$ cat config.mk
export PLATFORM = sky130hd
export DESIGN_NAME = add_unit
export DESIGN_NICKNAME = d
export VERILOG_FILES = /design/src/rtl/add_unit.sv
export SDC_FILE = /design/constraint.sdc
export NUM_CORES = 1
export LEC_CHECK = 0
export BUFFER_PORTS_ARGS = -buffer_cell sky130_fd_sc_hd__buf_2
export CORE_MARGIN = 2
export CORE_UTILIZATION = 57
export DETAILED_ROUTE_END_ITERATION = 10
export GPL_TIMING_DRIVEN = 0
export PLACE_DENSITY = 0.87
export SLEW_MARGIN = 10
export SYNTH_ARGS = -nofsm -noshare
export SYNTH_HDL_FRONTEND = slang
export SYNTH_SLANG_ARGS = --single-unit
export TNS_END_PERCENT = 20
$ cat constraint.sdc
create_clock -name clk -period 3.1 [get_ports clk]
set_clock_uncertainty 0.05 [all_clocks]
set_input_delay 0.93 -clock clk [delete_from_list [all_inputs] [get_ports clk]]
set_output_delay 0.93 -clock clk [all_outputs]
set_load 0.02 [all_outputs]
$ cat src/rtl/add_unit.sv
// add_unit: registered adder with valid/ready handshake and carry/overflow/zero flags.
// Define ADD_SATURATE_EN to clamp the sum on overflow instead of letting it wrap.
module add_unit #(
  parameter int WIDTH  = 32,
  parameter bit SIGNED = 1'b1
) (
  input  logic             clk,
  input  logic             rst,
  input  logic             in_valid,
  output logic             in_ready,
  input  logic [WIDTH-1:0] in0,
  input  logic [WIDTH-1:0] in1,
  input  logic             cin,
  output logic             out_valid,
  input  logic             out_ready,
  output logic [WIDTH-1:0] out,
  output logic             cout,
  output logic             ovf,
  output logic             zero
);
  logic [WIDTH:0]   full;
  logic [WIDTH-1:0] out_d, out_q;
  logic             valid_d, valid_q, cout_d, cout_q, ovf_d, ovf_q, zero_q, accept;
  assign in_ready = !valid_q || out_ready;
  assign accept   = in_valid && in_ready;
  assign full     = {1'b0, in0} + {1'b0, in1} + {{WIDTH{1'b0}}, cin};
  assign cout_d   = full[WIDTH];
  assign ovf_d    = SIGNED ? (in0[WIDTH-1] == in1[WIDTH-1]) && (full[WIDTH-1] != in0[WIDTH-1]) : cout_d;
`ifdef ADD_SATURATE_EN
  localparam logic [WIDTH-1:0] MIN_NEG = WIDTH'(1) << (WIDTH - 1);
  // Signed overflow direction follows in0's sign, since both operands share it.
  assign out_d = !ovf_d ? full[WIDTH-1:0] : !SIGNED ? '1 : in0[WIDTH-1] ? MIN_NEG : ~MIN_NEG;
`else
  assign out_d = full[WIDTH-1:0];
`endif
  assign valid_d = accept || (valid_q && !out_ready);
  always_ff @(posedge clk or posedge rst) begin
    if (rst) begin
      valid_q <= 1'b0;
      out_q   <= '0;
      cout_q  <= 1'b0;
      ovf_q   <= 1'b0;
      zero_q  <= 1'b1;
    end else begin
      valid_q <= valid_d;
      if (accept) begin
        out_q  <= out_d;
        cout_q <= cout_d;
        ovf_q  <= ovf_d;
        zero_q <= (out_d == '0);
      end
    end
  end
  assign out_valid = valid_q;
  assign out       = out_q;
  assign cout      = cout_q;
  assign ovf       = ovf_q;
  assign zero      = zero_q;
endmodule

# Yosys cells after proc, flatten, opt, wreduce, memory -nomap -nowiden
# Index checks and enable logic that the tools add are counted.
classes:
  add_sub_neg: 2
  n_mul: 0
  div_mod_pow: 0
  magnitude_cmp: 0
  eq_ne: 2
  n_shift: 0
  muxes: 0
  bitwise_logic: 0
  reduce_logical: 8
ops:
  columns: ["op", "count"]
  rows:
  - ["32-bit by 32-bit adder with 33-bit output", 1]
  - ["33-bit by 1-bit adder with 33-bit output", 1]
  - ["32-bit zero test", 1]
  - ["1-bit logical AND", 3]
  - ["1-bit zero test", 2]
  - ["1-bit logical OR", 2]
  - ["1-bit equality test", 1]
  - ["1-bit != test", 1]
totals:
  ff_bits: 36
  latch_bits: 0
  mem_bits_rw: 0
  romBits: 0
  output_inout_bits: 37
  elab_cells: 17
  n_memories: 0

# Depth between registers and ports, before layout
depth:
  ltp_word: 4
  depth_mapped: 13

# Worst setup path before layout
# No wires, ideal clock.
synth_path:
  path_type: "input to register"
  start: "input in0[0]"
  end: "register zero_q, in the netlist zero"
  arrival_time_ps: 3427
  setup_slack_ps: -449
  stages: 13
  cell_sequence: "inv_1 > fa_1 > inv_1 > fa_1 > a211oi_1 > o211ai_1 > and3b_1 > o21ai_1 > a211oi_1 > or3_1 > a2111oi_2 > nand4_1 > o21ai_1"
synth_between:
  elab_chain_len: 3
synth_rtl:
  columns: ["element", "line", "source"]
  rows:
  - ["from (decl)", "11", "input logic [WIDTH-1:0] in0,"]
  - ["32-bit by 32-bit adder with 33-bit output", "26", "assign full = {1'b0, in0} + {1'b0, in1} + {{WIDTH{1'b0}}, cin};"]
  - ["33-bit by 1-bit adder with 33-bit output", "26", null]
  - ["32-bit zero test", "50", "zero_q <= (out_d == '0);"]
  - ["to (signal assigned)", "50", null]
  - ["to (decl)", "23", "logic valid_d, valid_q, cout_d, cout_q, ovf_d, ovf_q, zero_q, accept;"]
# No other way between the ends.
# A chain may end at the register's enable or synchronous reset.

# Worst setup path in the final report
# Ends and elaborated chain as after synthesis.

==> metrics.md <==
| Metric | Value |
|---|---|
| Outcome | `complete, but fails checks` |
| Failing checks | `setup timing` |
| Metal3 WL | `619 um` |
| Min cycle time layout | `3.495 ns` |
| Gpl congestion | `0.8877` |
| Layout area overhead | `29.29%` |
| Register area share after synthesis | `26.08%` |
| Worst-Skew Late Latency | `0.29 ns` |
| Setup WS post-layout | `-0.3947 ns` |
| Startpoint Class | `input pin` |
| Post-synth top area cell | `dfrtp_1` |
| First-pass GRT wire length | `15940 um` |
| Final hold violation count | `0` |
| RSZ-0062 raised after global routing | `yes` |
| I/O pins | `106` |
| Layout cell share with drive strength beyond 1 | `30.84%` |
| Cell Area, Placed | `0.004088 mm2` |
| GRT Resource Usage Total | `30.37%` |
| DR top layer | `met4` |
| Most numerous cell in the Yosys netlist | `nand2_1` |
| Starting density of the core | `58.78%` |
| Final core occ | `76.00%` |
| Syn_area_per_cell | `7.899 um2` |
| Final nets | `662` |
| Wire length on met2 | `5137 um` |
| Pwr/cell area | `438.2 mW/mm2` |
| Seq cells post-synth | `36` |
| Drt total wl | `10420 um` |
| Syn Nets | `540` |
| Remaining global-route overflow | `0` |
| Share of the synthesized area in the top cell type | `25.32%` |
| Max-cap violation count | `0` |
| Netlist cell types | `61` |
| Top FF cell, synth | `dfrtp_1` |
| Critical path type | `input pin to register` |
| Critical path endpoint category | `register` |
| Vias per cell | `6.173` |
| Synthesized area | `0.003460 mm2` |
| Register area | `902.1 um2` |
| Fillcell total | `456` |
| Clk pwr share | `18.9%` |
| Core Area | `0.005886 mm2` |
| Port buffer count | `105` |
| Sw Ratio | `42.08%` |
| Internal power | `0.001135 W` |
| Final total power | `0.001960 W` |
| Maximum clock frequency | `286.1 MHz` |
| Total CTS buffers | `5` |
| Number of enable flip-flop cells after synthesis | `0` |
| Worst min-delay path category | `register to register` |
| Max clock buf depth | `2` |
| Initial antenna violation count | `0` |
| FFs w/ async S/R, synth | `100.0%` |
| Die W | `81.91 um` |
| DRC viols | `0` |
| Die area | `0.006708 mm2` |
| Slew Viols, Final | `0` |
| Critical-path maximum fanout | `5` |
| Vias in the first global route | `3483` |
| Synth cell count leaders | `nand2_1, o21ai_0, a21oi_1` |
| First-pass detailed-route iteration total | `5` |
| Clk slew on worst S/H paths | `0.07 ns` |
| LEAKAGE | `2.092 nW` |
| Synth top area cells | `dfrtp_1, ha_1, nand2_1` |
| Routed len/inst | `16.38 um` |
| Hold_buf cts | `0` |
| Area of the multi-input gates | `0.002618 mm2` |
| Routed Antenna Nets | `0` |
| Seq pwr share | `31.6%` |
| Initial drt markers | `292` |
| YS warnings | `0` |
| Fin crit share | `112.7%` |
| DR vias | `3926` |
| Final setup fails | `7` |
| Die Y-Extent | `81.91 um` |
| Pin count of the biggest net entering global routing | `37` |
| Root buffer cell | `clkbuf_8` |
| Worst Max-Slew Pin Slew | `0.7399 ns` |
| Cell count after synthesis | `438` |
| CTS tree | `built` |
| H-tree Lvls | `2` |
| Peak VDD IR | `0.3670 mV` |
| Number of diodes | `0` |
| Routed met1 length | `4480 um` |
| Slew headroom | `50.60%` |
| CP Data Required Time | `3.28 ns` |
| Logic pwr share | `49.5%` |
| CTS Sinks | `36` |
| Psw | `0.0008247 W` |
| Arr. time, crit path | `3.67 ns` |
| Post-route cell area | `0.004473 mm2` |
| Row cnt | `28` |
| Dpl hpwl | `8132 um` |
[layout make-up]
class / count / area share [%]
Inverter: 14 / 1.343
Tap cell: 75 / 2.098
Timing Repair Buffer: 115 / 14.01
Clock buffer: 8 / 2.238
Sequential cell: 36 / 20.17
Buffer: 17 / 1.622
Multi-Input combinational cell: 371 / 58.52
[stage by stage]
| step | TNS (ns) | worst slack (ns) | cells | hold WS (ns) |
|---|---|---|---|---|
| finish | -1.461 | -0.3947 | 636 | 0.4206 |
| global route | -3.002 | -0.5319 | 636 | 0.4384 |
| CTS | -1.227 | -0.3692 | 632 | 0.4167 |
| detailed placement | -7.306 | -0.8242 | 618 | 0.4054 |
| global placement | -6.094 | -0.7535 | 618 | 0.4041 |
| floorplan | -0.9344 | -0.2967 | 438 | 0.4449 |
[worst max-delay path, cell delays in order]
cell and delay [ns]:
buf_6 0.08, inv_4 0.03, fa_2 0.38, buf_4 0.14
nor2b_1 0.21, o31a_1 0.26, o2111a_2 0.32, nor2_1 0.10
a21boi_0 0.47, o221ai_2 0.19, nor4_2 0.28, nand4_1 0.13
o21ai_1 0.14
[path summary, 6_finish.rpt]
| check | from | endpoint | slack (ns) | cells after the start |
|---|---|---|---|---|
| setup / recovery | in0[0] | zero | -0.39 | 13 |
| hold / removal | zero | zero | 0.42 | 2 |
| setup reg to reg | out_valid | zero | 0.94 | 9 |
| hold reg to reg | zero | zero | 0.42 | 2 |
| max in group asynchronous | rst | out[26] | 1.82 | 2 |
| min in group asynchronous | rst | out[16] | 0.71 | 2 |
[power by group through the flow]
stage | Combinational, W | Clock [W] | Sequential (W)
after floorplan | 0.000480 | 0 | 0.000738
after global placement | 0.000851 | 0 | 0.000623
after detailed placement | 0.000877 | 0 | 0.000627
after CTS | 0.000917 | 0.000365 | 0.000618
after global routing | 0.00106 | 0.000386 | 0.000627
final | 0.000970 | 0.000371 | 0.000619
[per-layer routing]
layer,up-vias,GRT usage [%]
met5,-,0
met4,0,8.333
met3,15,3.626
met2,162,51.63
li1,1881,-
met1,1868,40.64
[cell usage in the layout (no fill, tap or decap), types with 9 or more instances in the layout]
master    Yosys  final
clkbuf_1      8      9
a21oi_1      37     34
o31ai_1      14     11
o21ai_0      41     35
o211ai_1      9      9
nor2_1       22     22
nor3_1       13     10
inv_1        14      9
nand2_1      68     67
o21a_1        9      9
ha_1         31     30
a21o_1       15     15
buf_2         5    107
dfrtp_1      35     35
[logic make-up (layout without fill, tap and decap cells)]
kind of cell             count (synthesis)  after routing  share of synthesized area, %
AND/OR/NAND/NOR                        160            160                         22.82
AO/OA/AOI/OAI                          164            164                         31.47
multiplexers                             2              2                        0.6148
XOR/XNOR                                12             12                         3.038
flip-flops                              36             36                         26.08
buffers and inverters                   31            154                         3.617
adder cells (fa/ha/maj)                 33             33                         12.37
[state kept, by name (all words and copies together), names as in the netlist]
name	cells
ovf	1
out	32
zero	1
cout	1
out_valid	1
[what timing repair did]
item | CTS | global route
endpoints found under the setup margin | 11 | 16
pin swaps | 18 | 22
setup buffers | 6 | 4
resized for setup | 29 | 23
(Power assumes the default switching activity.)
